File: src/rtl/bitcoin_pkg.sv
`default_nettype none
// +----------------------------------------------------------------------+
// | bitcoin_pkg                                                          |
// | Shared types and sizes for the miner host link: FSM state enum,      |
// | header/hash geometry and counter widths.                             |
// | Rev 1.0 - initial release                                            |
// +----------------------------------------------------------------------+
package bitcoin_pkg;

  localparam int HDR_BITS   = 640;
  localparam int HDR_WORDS  = 40;   // 16-bit words per header
  localparam int HASH_BITS  = 256;
  localparam int HASH_BYTES = 32;
  localparam int CNT_W      = 6;    // word / byte counters
  localparam int CYC_W      = 32;   // cycles output
  localparam int TMO_W      = 32;   // timeout counter

  typedef enum logic [2:0] {
    IDLE      = 3'd0,
    W_RQ      = 3'd1,
    W_LOW     = 3'd2,
    WAIT_DONE = 3'd3,
    R_RQ      = 3'd4,
    R_LOW     = 3'd5,
    FIN       = 3'd6,
    ERR       = 3'd7
  } state_t;

  // States in which the link waits on the miner; these are the busy
  // states and the only ones subject to the timeout.
  function automatic logic is_wait(input state_t s);
    return (s == W_RQ) || (s == W_LOW) || (s == WAIT_DONE) ||
           (s == R_RQ) || (s == R_LOW);
  endfunction

endpackage
`default_nettype wire

File: src/rtl/bitcoin_sync.sv
`default_nettype none
// +----------------------------------------------------------------------+
// | bitcoin_sync                                                         |
// | N-stage single-bit synchronizer for asynchronous miner strobes.      |
// | Ports: clk, rst (sync, active high), d (async in), q (synced out).   |
// | Rev 1.0 - initial release                                            |
// +----------------------------------------------------------------------+
module bitcoin_sync #(
  parameter int STAGES = 2
) (
  input  logic clk,
  input  logic rst,
  input  logic d,
  output logic q
);

  logic [STAGES-1:0] r_sync;

  always_ff @(posedge clk) begin
    if (rst) begin
      r_sync <= '0;
    end else begin
      r_sync <= {r_sync[STAGES-2:0], d};
    end
  end

  assign q = r_sync[STAGES-1];

endmodule
`default_nettype wire

File: src/rtl/bitcoin_host_link.sv
`default_nettype none
// +----------------------------------------------------------------------+
// | bitcoin_host_link                                                    |
// | Host side of the miner link: streams a 640-bit header to the miner   |
// | as 40 rq-paced 16-bit words, waits for done, then collects 32 hash   |
// | bytes addressed by chip_addr with an ack handshake on chip_ui_o[7].  |
// | Ports: start/header in; busy, hash_valid, hash, err, cycles out;     |
// |        chip_ui_o/chip_uio_o/chip_uio_oe to miner;                    |
// |        chip_uio_i/chip_addr/chip_done/chip_rq from miner.            |
// | Rev 1.0 - initial release                                            |
// +----------------------------------------------------------------------+
module bitcoin_host_link
  import bitcoin_pkg::*;
#(
  parameter int SYNC_STAGES = 2,
  parameter int TIMEOUT     = 65535
) (
  input  logic                 clk,
  input  logic                 rst,
  input  logic                 start,
  input  logic [HDR_BITS-1:0]  header,
  output logic                 busy,
  output logic                 hash_valid,
  output logic [HASH_BITS-1:0] hash,
  output logic                 err,
  output logic [CYC_W-1:0]     cycles,
  output logic [7:0]           chip_ui_o,
  output logic [7:0]           chip_uio_o,
  output logic                 chip_uio_oe,
  input  logic [7:0]           chip_uio_i,
  input  logic [5:0]           chip_addr,
  input  logic                 chip_done,
  input  logic                 chip_rq
);

  localparam logic [TMO_W-1:0] c_tmo_last  = TMO_W'(TIMEOUT - 1);
  localparam logic [CNT_W-1:0] c_word_last = CNT_W'(HDR_WORDS - 1);
  localparam logic [CNT_W-1:0] c_byte_last = CNT_W'(HASH_BYTES - 1);
  localparam logic [5:0]       c_addr_lim  = 6'(HASH_BYTES);

  state_t               r_state, w_next;
  logic [HDR_BITS-1:0]  r_hdr;       // shifted left one word per rq pulse
  logic [CNT_W-1:0]     r_word, r_byte;
  logic [TMO_W-1:0]     r_tmo;
  logic [HASH_BITS-1:0] r_hash;
  logic [CYC_W-1:0]     r_cycles;
  logic                 r_err;

  logic       w_rq, w_done;
  logic       w_accept, w_tmo_hit, w_word_done, w_byte_done, w_cap;
  logic [7:0] w_slot;

  bitcoin_sync #(.STAGES(SYNC_STAGES)) u_sync_rq (
    .clk(clk), .rst(rst), .d(chip_rq), .q(w_rq)
  );

  bitcoin_sync #(.STAGES(SYNC_STAGES)) u_sync_done (
    .clk(clk), .rst(rst), .d(chip_done), .q(w_done)
  );

  assign w_accept  = start && ((r_state == IDLE) || (r_state == ERR));
  assign w_tmo_hit = (r_tmo == c_tmo_last);
  // Byte at address a lives at bit 255-8a downwards, i.e. slot 31-a.
  assign w_slot    = {~chip_addr[4:0], 3'b000};

  always_comb begin
    w_next      = r_state;
    w_word_done = 1'b0;
    w_byte_done = 1'b0;
    w_cap       = 1'b0;
    case (r_state)
      IDLE, ERR: begin
        if (start) w_next = W_RQ;
      end
      W_RQ: begin
        if (w_rq)           w_next = W_LOW;
        else if (w_tmo_hit) w_next = ERR;
      end
      W_LOW: begin
        if (!w_rq) begin
          w_word_done = 1'b1;
          w_next      = (r_word == c_word_last) ? WAIT_DONE : W_RQ;
        end else if (w_tmo_hit) begin
          w_next = ERR;
        end
      end
      WAIT_DONE: begin
        if (w_done)         w_next = R_RQ;
        else if (w_tmo_hit) w_next = ERR;
      end
      R_RQ: begin
        if (w_rq) begin
          if (chip_addr >= c_addr_lim) begin
            w_next = ERR;
          end else begin
            w_cap  = 1'b1;
            w_next = R_LOW;
          end
        end else if (w_tmo_hit) begin
          w_next = ERR;
        end
      end
      R_LOW: begin
        if (!w_rq) begin
          w_byte_done = 1'b1;
          w_next      = (r_byte == c_byte_last) ? FIN : R_RQ;
        end else if (w_tmo_hit) begin
          w_next = ERR;
        end
      end
      FIN:     w_next = IDLE;
      default: w_next = IDLE;
    endcase
  end

  always_ff @(posedge clk) begin
    if (rst) begin
      r_state  <= IDLE;
      r_hdr    <= '0;
      r_word   <= '0;
      r_byte   <= '0;
      r_tmo    <= '0;
      r_hash   <= '0;
      r_cycles <= '0;
      r_err    <= 1'b0;
    end else begin
      r_state <= w_next;

      // Counts cycles spent in the current wait state only.
      if ((w_next != r_state) || !is_wait(r_state)) r_tmo <= '0;
      else                                          r_tmo <= r_tmo + 1'b1;

      if (w_accept) begin
        r_hdr    <= header;
        r_word   <= '0;
        r_byte   <= '0;
        r_hash   <= '0;
        r_cycles <= '0;
        r_err    <= 1'b0;
      end else begin
        if (is_wait(r_state) && !(&r_cycles)) r_cycles <= r_cycles + 1'b1;
        if (w_word_done) begin
          r_hdr  <= {r_hdr[HDR_BITS-17:0], 16'h0000};
          r_word <= r_word + 1'b1;
        end
        if (w_cap)       r_hash[w_slot +: 8] <= chip_uio_i;
        if (w_byte_done) r_byte <= r_byte + 1'b1;
        if ((w_next == ERR) && (r_state != ERR)) r_err <= 1'b1;
      end
    end
  end

  // Miner-facing outputs decode from the state register so that ERR and
  // reset drive everything low on the following cycle.
  always_comb begin
    chip_ui_o   = 8'h00;
    chip_uio_o  = 8'h00;
    chip_uio_oe = 1'b0;
    case (r_state)
      W_RQ: chip_uio_oe = 1'b1;
      W_LOW: begin
        chip_uio_oe = 1'b1;
        chip_ui_o   = r_hdr[HDR_BITS-1 -: 8];
        chip_uio_o  = r_hdr[HDR_BITS-9 -: 8];
      end
      R_LOW:   chip_ui_o = 8'h80;   // ack
      default: ;
    endcase
  end

  assign busy       = is_wait(r_state);
  assign hash_valid = (r_state == FIN);
  assign hash       = r_hash;
  assign err        = r_err;
  assign cycles     = r_cycles;

endmodule
`default_nettype wire

File: config.mk
export PLATFORM = sky130hd
export DESIGN_NAME = bitcoin_host_link
export DESIGN_NICKNAME = d
export VERILOG_FILES = /design/src/rtl/bitcoin_pkg.sv /design/src/rtl/bitcoin_sync.sv /design/src/rtl/bitcoin_host_link.sv
export SDC_FILE = /design/constraint.sdc
export NUM_CORES = 2
export LEC_CHECK = 0
export ABC_AREA = 1
export BUFFER_PORTS_ARGS = -buffer_cell sky130_fd_sc_hd__buf_2
export CAP_MARGIN = 5
export CORE_AREA = 2 2 380 382
export CTS_CLUSTER_DIAMETER = 150
export DETAILED_ROUTE_END_ITERATION = 10
export DIE_AREA = 0 0 382 384
export PLACE_DENSITY = 0.59
export SETUP_SLACK_MARGIN = 0.5
export SYNTH_ARGS = -nofsm -noshare
export SYNTH_HDL_FRONTEND = slang
export SYNTH_SLANG_ARGS = --single-unit
File: constraint.sdc
create_clock -name clk -period 1.8 [get_ports clk]
set_input_delay 0.18 -clock clk [delete_from_list [all_inputs] [get_ports clk]]
set_output_delay 0.18 -clock clk [all_outputs]
set_load 0.02 [all_outputs]
==> results.md <==
Timing:
- The final sum of negative setup slack is -157030 ps.
- Across all setup checks in the final design, the least slack found is -475 ps.
- The maximum clock skew at final layout is just over 70 ps.
- The count of pins over their slew limit is 0.
- Setup repair after global routing could not meet its margin everywhere.
- The number of endpoints failing setup at the final stage is approximately 980.
- Counting I/O delays and the setup requirement, the final critical path takes roughly 2300 ps.
- The worst relative slew slack is about 37%.
- The slew at the pin closest to its max-slew limit is between 900 and 1000 ps.
- In the finished design, the share of the clock period the worst path needs comes to 126%.
- The worst hold slack across all endpoints is 87.4 ps.
- The fmax is around 440 MHz.
- The hold violation count in the final report came to 0.

Routing:
- The number of vias in the routed layout is slightly below 50000.
- The count of nets left with antenna violations after detail routing is 0.
- For this run, design rule violations remaining after detail routing come to 0.
- For this run, the detailed router's first-pass iteration total came to 6.
- The DRC marker count from the first detailed-route iteration is ~4600.
- In the final routed layout, each cell accounts on average for approximately 22 µm.
- Wires add up to ~200000 µm.
- The via count normalized by instance count is 5.18.

Logic synthesis:
- Among all flip-flop cells after synthesis, the most frequent one is sky130_fd_sc_hd__dfxtp_1.
- The leading cell type by number of instances after synthesis is sky130_fd_sc_hd__nand2_1.
- In the synthesized netlist, the number of instances is 5345.
- The average cell area after synthesis is 7.46 µm².
- Summed over its instances, the top area cell type makes up between 40% and 50% of the synthesized netlist area.
- The post-synthesis async set-or-reset flop share is 0%.
- During synthesis, Yosys emitted a total of 0 warnings.
- Sorting the synthesized cells by area gives the leading types as sky130_fd_sc_hd__dfxtp_1 (49%), sky130_fd_sc_hd__nand2_1 (13%), sky130_fd_sc_hd__o21ai_0 (10%), sky130_fd_sc_hd__a21oi_1 (5.2%), sky130_fd_sc_hd__nor2_1 (4.5%).
- The count of unique library cells instantiated by Yosys is 43.
- The part of the Yosys area used for sequential elements is approximately half.
- The number of nets handed over by synthesis was approximately 6000.
- Yosys mapped a number of flops with a built-in enable equal to 0.
- The largest total area in the synthesized netlist belongs to sky130_fd_sc_hd__dfxtp_1.
- By count the netlist is led by sky130_fd_sc_hd__nand2_1 (1385), sky130_fd_sc_hd__dfxtp_1 (980), sky130_fd_sc_hd__o21ai_0 (803), sky130_fd_sc_hd__nor2_1 (475), sky130_fd_sc_hd__a21oi_1 (418).
- After synthesis the netlist holds a flip-flop and latch count of slightly below 1000.
- The synthesized cell area is 39900 µm².

Floorplanning:
- The die height is around 380 µm.
- Once the floorplan was initialized, standard cells occupied 27.9% of the core.
- In this run the standard cell core region covers 143000 µm².
- The floorplan row count is roughly 140.
- During I/O placement, the number of pins put on the boundary was around 970.
- In this run the horizontal extent of the chip is 382 µm.
- The area of the die is approximately 150000 µm².

CTS:
- The tree built by TritonCTS fans out to 980 sinks.
- The number of buffers inserted during clock tree synthesis is approximately 110.
- The source-to-sink clock delay at the later pin of the worst-skew pair is approximately 760 ps.
- The root buffer cell chosen for the clock tree is sky130_fd_sc_hd__clkbuf_16.
- The worst-case clock buffer depth is 3.
- The number of H-tree branching levels is 3.
- The clock tree from TritonCTS is yes.
- The clock transition time at the flip-flop clock pins of the worst setup and hold paths is approximately 70 ps.

Setup path:
- The path type of the worst setup path is reg2reg.
- The worst setup path is launched from a flop.
- Along the worst path, the maximum fanout reaches 7.
- At the worst endpoint, the required time is between 2000 and 2500 ps.
- At the worst endpoint, the arrival time is roughly 2900 ps.
- The category of the worst setup path capture point is a flop.

GRT:
- The first-pass GRT wire length is about 280000 µm.
- Global routing used between 20% and 30% of the available tracks across all layers.
- The initial antenna violation count was 34.
- Entering global routing, the biggest net connects around 130 pins.
- The via count of the first global-routing pass came to 45800.
- Global routing finished with a remaining overflow of 0.

Power and ir drop:
- The leakage power total is about 28 nW.
- For this design the ratio of total power to cell area is ~1600 nW/µm².
- VDD sags by at most between 1000 and 1500 µV.

Run:
- Across the run, the number of max-cap violations was 0.

Layout:
- Cells fill a little under half of the core in the end.
- Cells with a size suffix above 1 make up approximately a third of the layout.
- After the last flow step, the layout net total stands at about 8000.
- The area added between synthesis and finish is 71.3%.

Placed design:
- Detailed placement ended at an HPWL of around 130000 µm.
- At the end of routability-driven placement, the weighted congestion stood at about 0.93.
- The quantity of I/O buffers inserted on ports is 966.

Run status:
- The final reports fail on negative setup slack.
- The run finished, with violations left.

Min path:
- The worst min-delay path class is in2reg.
## power by group
group          total, mW  switching (mW)  internal, mW  leakage (nW)
logic               54.5            28.4          26.1          18.0
registers           31.1            4.09          27.0          8.02
clock network       22.7            10.0          12.7          1.76
## what timing repair did
action,4_1_cts,5_1_grt
buffers inserted,96,39
hold endpoints to repair,657,0
hold buffers,654,0
endpoints found under the setup margin,1284,1286
pin swaps,66,64
gates cloned,69,60
gates resized for setup,528,596
## final cells by class
cell class,instances,area (µm²)
timing repair buffer,2307,21200
fill,12900,74500
clock buffer,154,3060
sequential,980,19700
multi-input combinational,3774,20500
antenna,30,75.1
tap,1903,2380
inverter,190,837
clock inverter,50,557
## sequential cells by signal, summed over array words and instances (netlist names)
register / cells
r_word: 6
u_sync_rq.r_sync: 2
err: 1
r_hdr: 640
hash: 256
cycles: 32
u_sync_done.r_sync: 2
r_byte: 6
r_tmo: 32
r_state: 3
## cells by family after synthesis
logic type,Yosys count,synth area share [%]
adders and majority gates,9,0.282
and+or+nand+nor,2063,20.6
DFF,980,49.2
AOI/OAI and AO/OA,1661,22.9
xor gates and xnor gates,41,0.948
buffers and inverters,591,6.04
## critical path: stages, from the launching register on
cell                      delay, ps
sky130_fd_sc_hd__dfxtp_4        380
sky130_fd_sc_hd__buf_6          100
sky130_fd_sc_hd__nand3_4        120
sky130_fd_sc_hd__nor2_4         140
sky130_fd_sc_hd__buf_12         160
sky130_fd_sc_hd__buf_8          110
sky130_fd_sc_hd__buf_6          110
sky130_fd_sc_hd__buf_12         150
sky130_fd_sc_hd__buf_12         150
sky130_fd_sc_hd__buf_12         120
sky130_fd_sc_hd__buf_16         120
sky130_fd_sc_hd__nand2_4         40
sky130_fd_sc_hd__a31oi_1        410
## placed cells by master (no fill, tap or decap), drive strengths merged
cell type | netlist | final
ha | 9 | 9
nor2 | 500 | 500
and3 | 1 | 1
inv | 183 | 188
o21bai | 17 | 17
diode | 0 | 30
a2bb2oi | 1 | 1
o21a | 1 | 1
or2 | 10 | 10
o21ba | 1 | 1
bufinv | 0 | 5
clkinv | 7 | 40
xnor2 | 12 | 12
nor3b | 5 | 5
clkbuf | 272 | 199
a221oi | 15 | 15
a21oi | 418 | 418
clkinvlp | 0 | 7
nand2 | 1385 | 1385
nor3 | 77 | 77
nand4 | 23 | 23
bufbuf | 0 | 17
xor2 | 29 | 29
nor4 | 17 | 17
a211oi | 117 | 117
buf | 129 | 1591
o21ai | 813 | 813
nand3 | 45 | 45
a31oi | 276 | 276
a21boi | 1 | 1
dlygate4sd3 | 0 | 654
o31ai | 1 | 1
dfxtp | 980 | 980
## final timing paths
check | from | to | slack, ps | cells past startpoint
worst max register to register | r_state[1]$_SDFF_PP0_ | r_hdr[418]$_SDFFE_PP0P_ | -470 | 12
worst min-delay path | chip_uio_i[4] | hash[132]$_SDFFE_PP0P_ | 90 | 4
worst max-delay path | r_state[1]$_SDFF_PP0_ | r_hdr[418]$_SDFFE_PP0P_ | -470 | 12
worst min register to register | u_sync_rq.r_sync[0]$_SDFF_PP0_ | u_sync_rq.r_sync[1]$_SDFF_PP0_ | 400 | 2
## per-layer routing
| metal | vias to the layer above | global-route usage [%] | part of all wire (%) |
|---|---|---|---|
| li1 | 22200 | - | - |
| met3 | 806 | 5.12 | 8.3 |
| met4 | 10 | 13.4 | 6.5 |
| met2 | 2765 | 42.6 | 48 |
| met1 | 22800 | 28.9 | 37 |
| met5 | - | 0 | 0.029 |
## stage by stage
stage	std cells	area (µm²)	setup WS, ps	total power, mW
floorplan	5345	40500	63.8	47.4
CTS	9259	64500	-380	96.8
global route	9383	68300	-560	113
finish	9388	68300	-475	108
global placement	8236	50000	-338	60.8
detailed placement	8236	50000	-402	61.1
No activity file was read; power rests on OpenSTA's default activity.
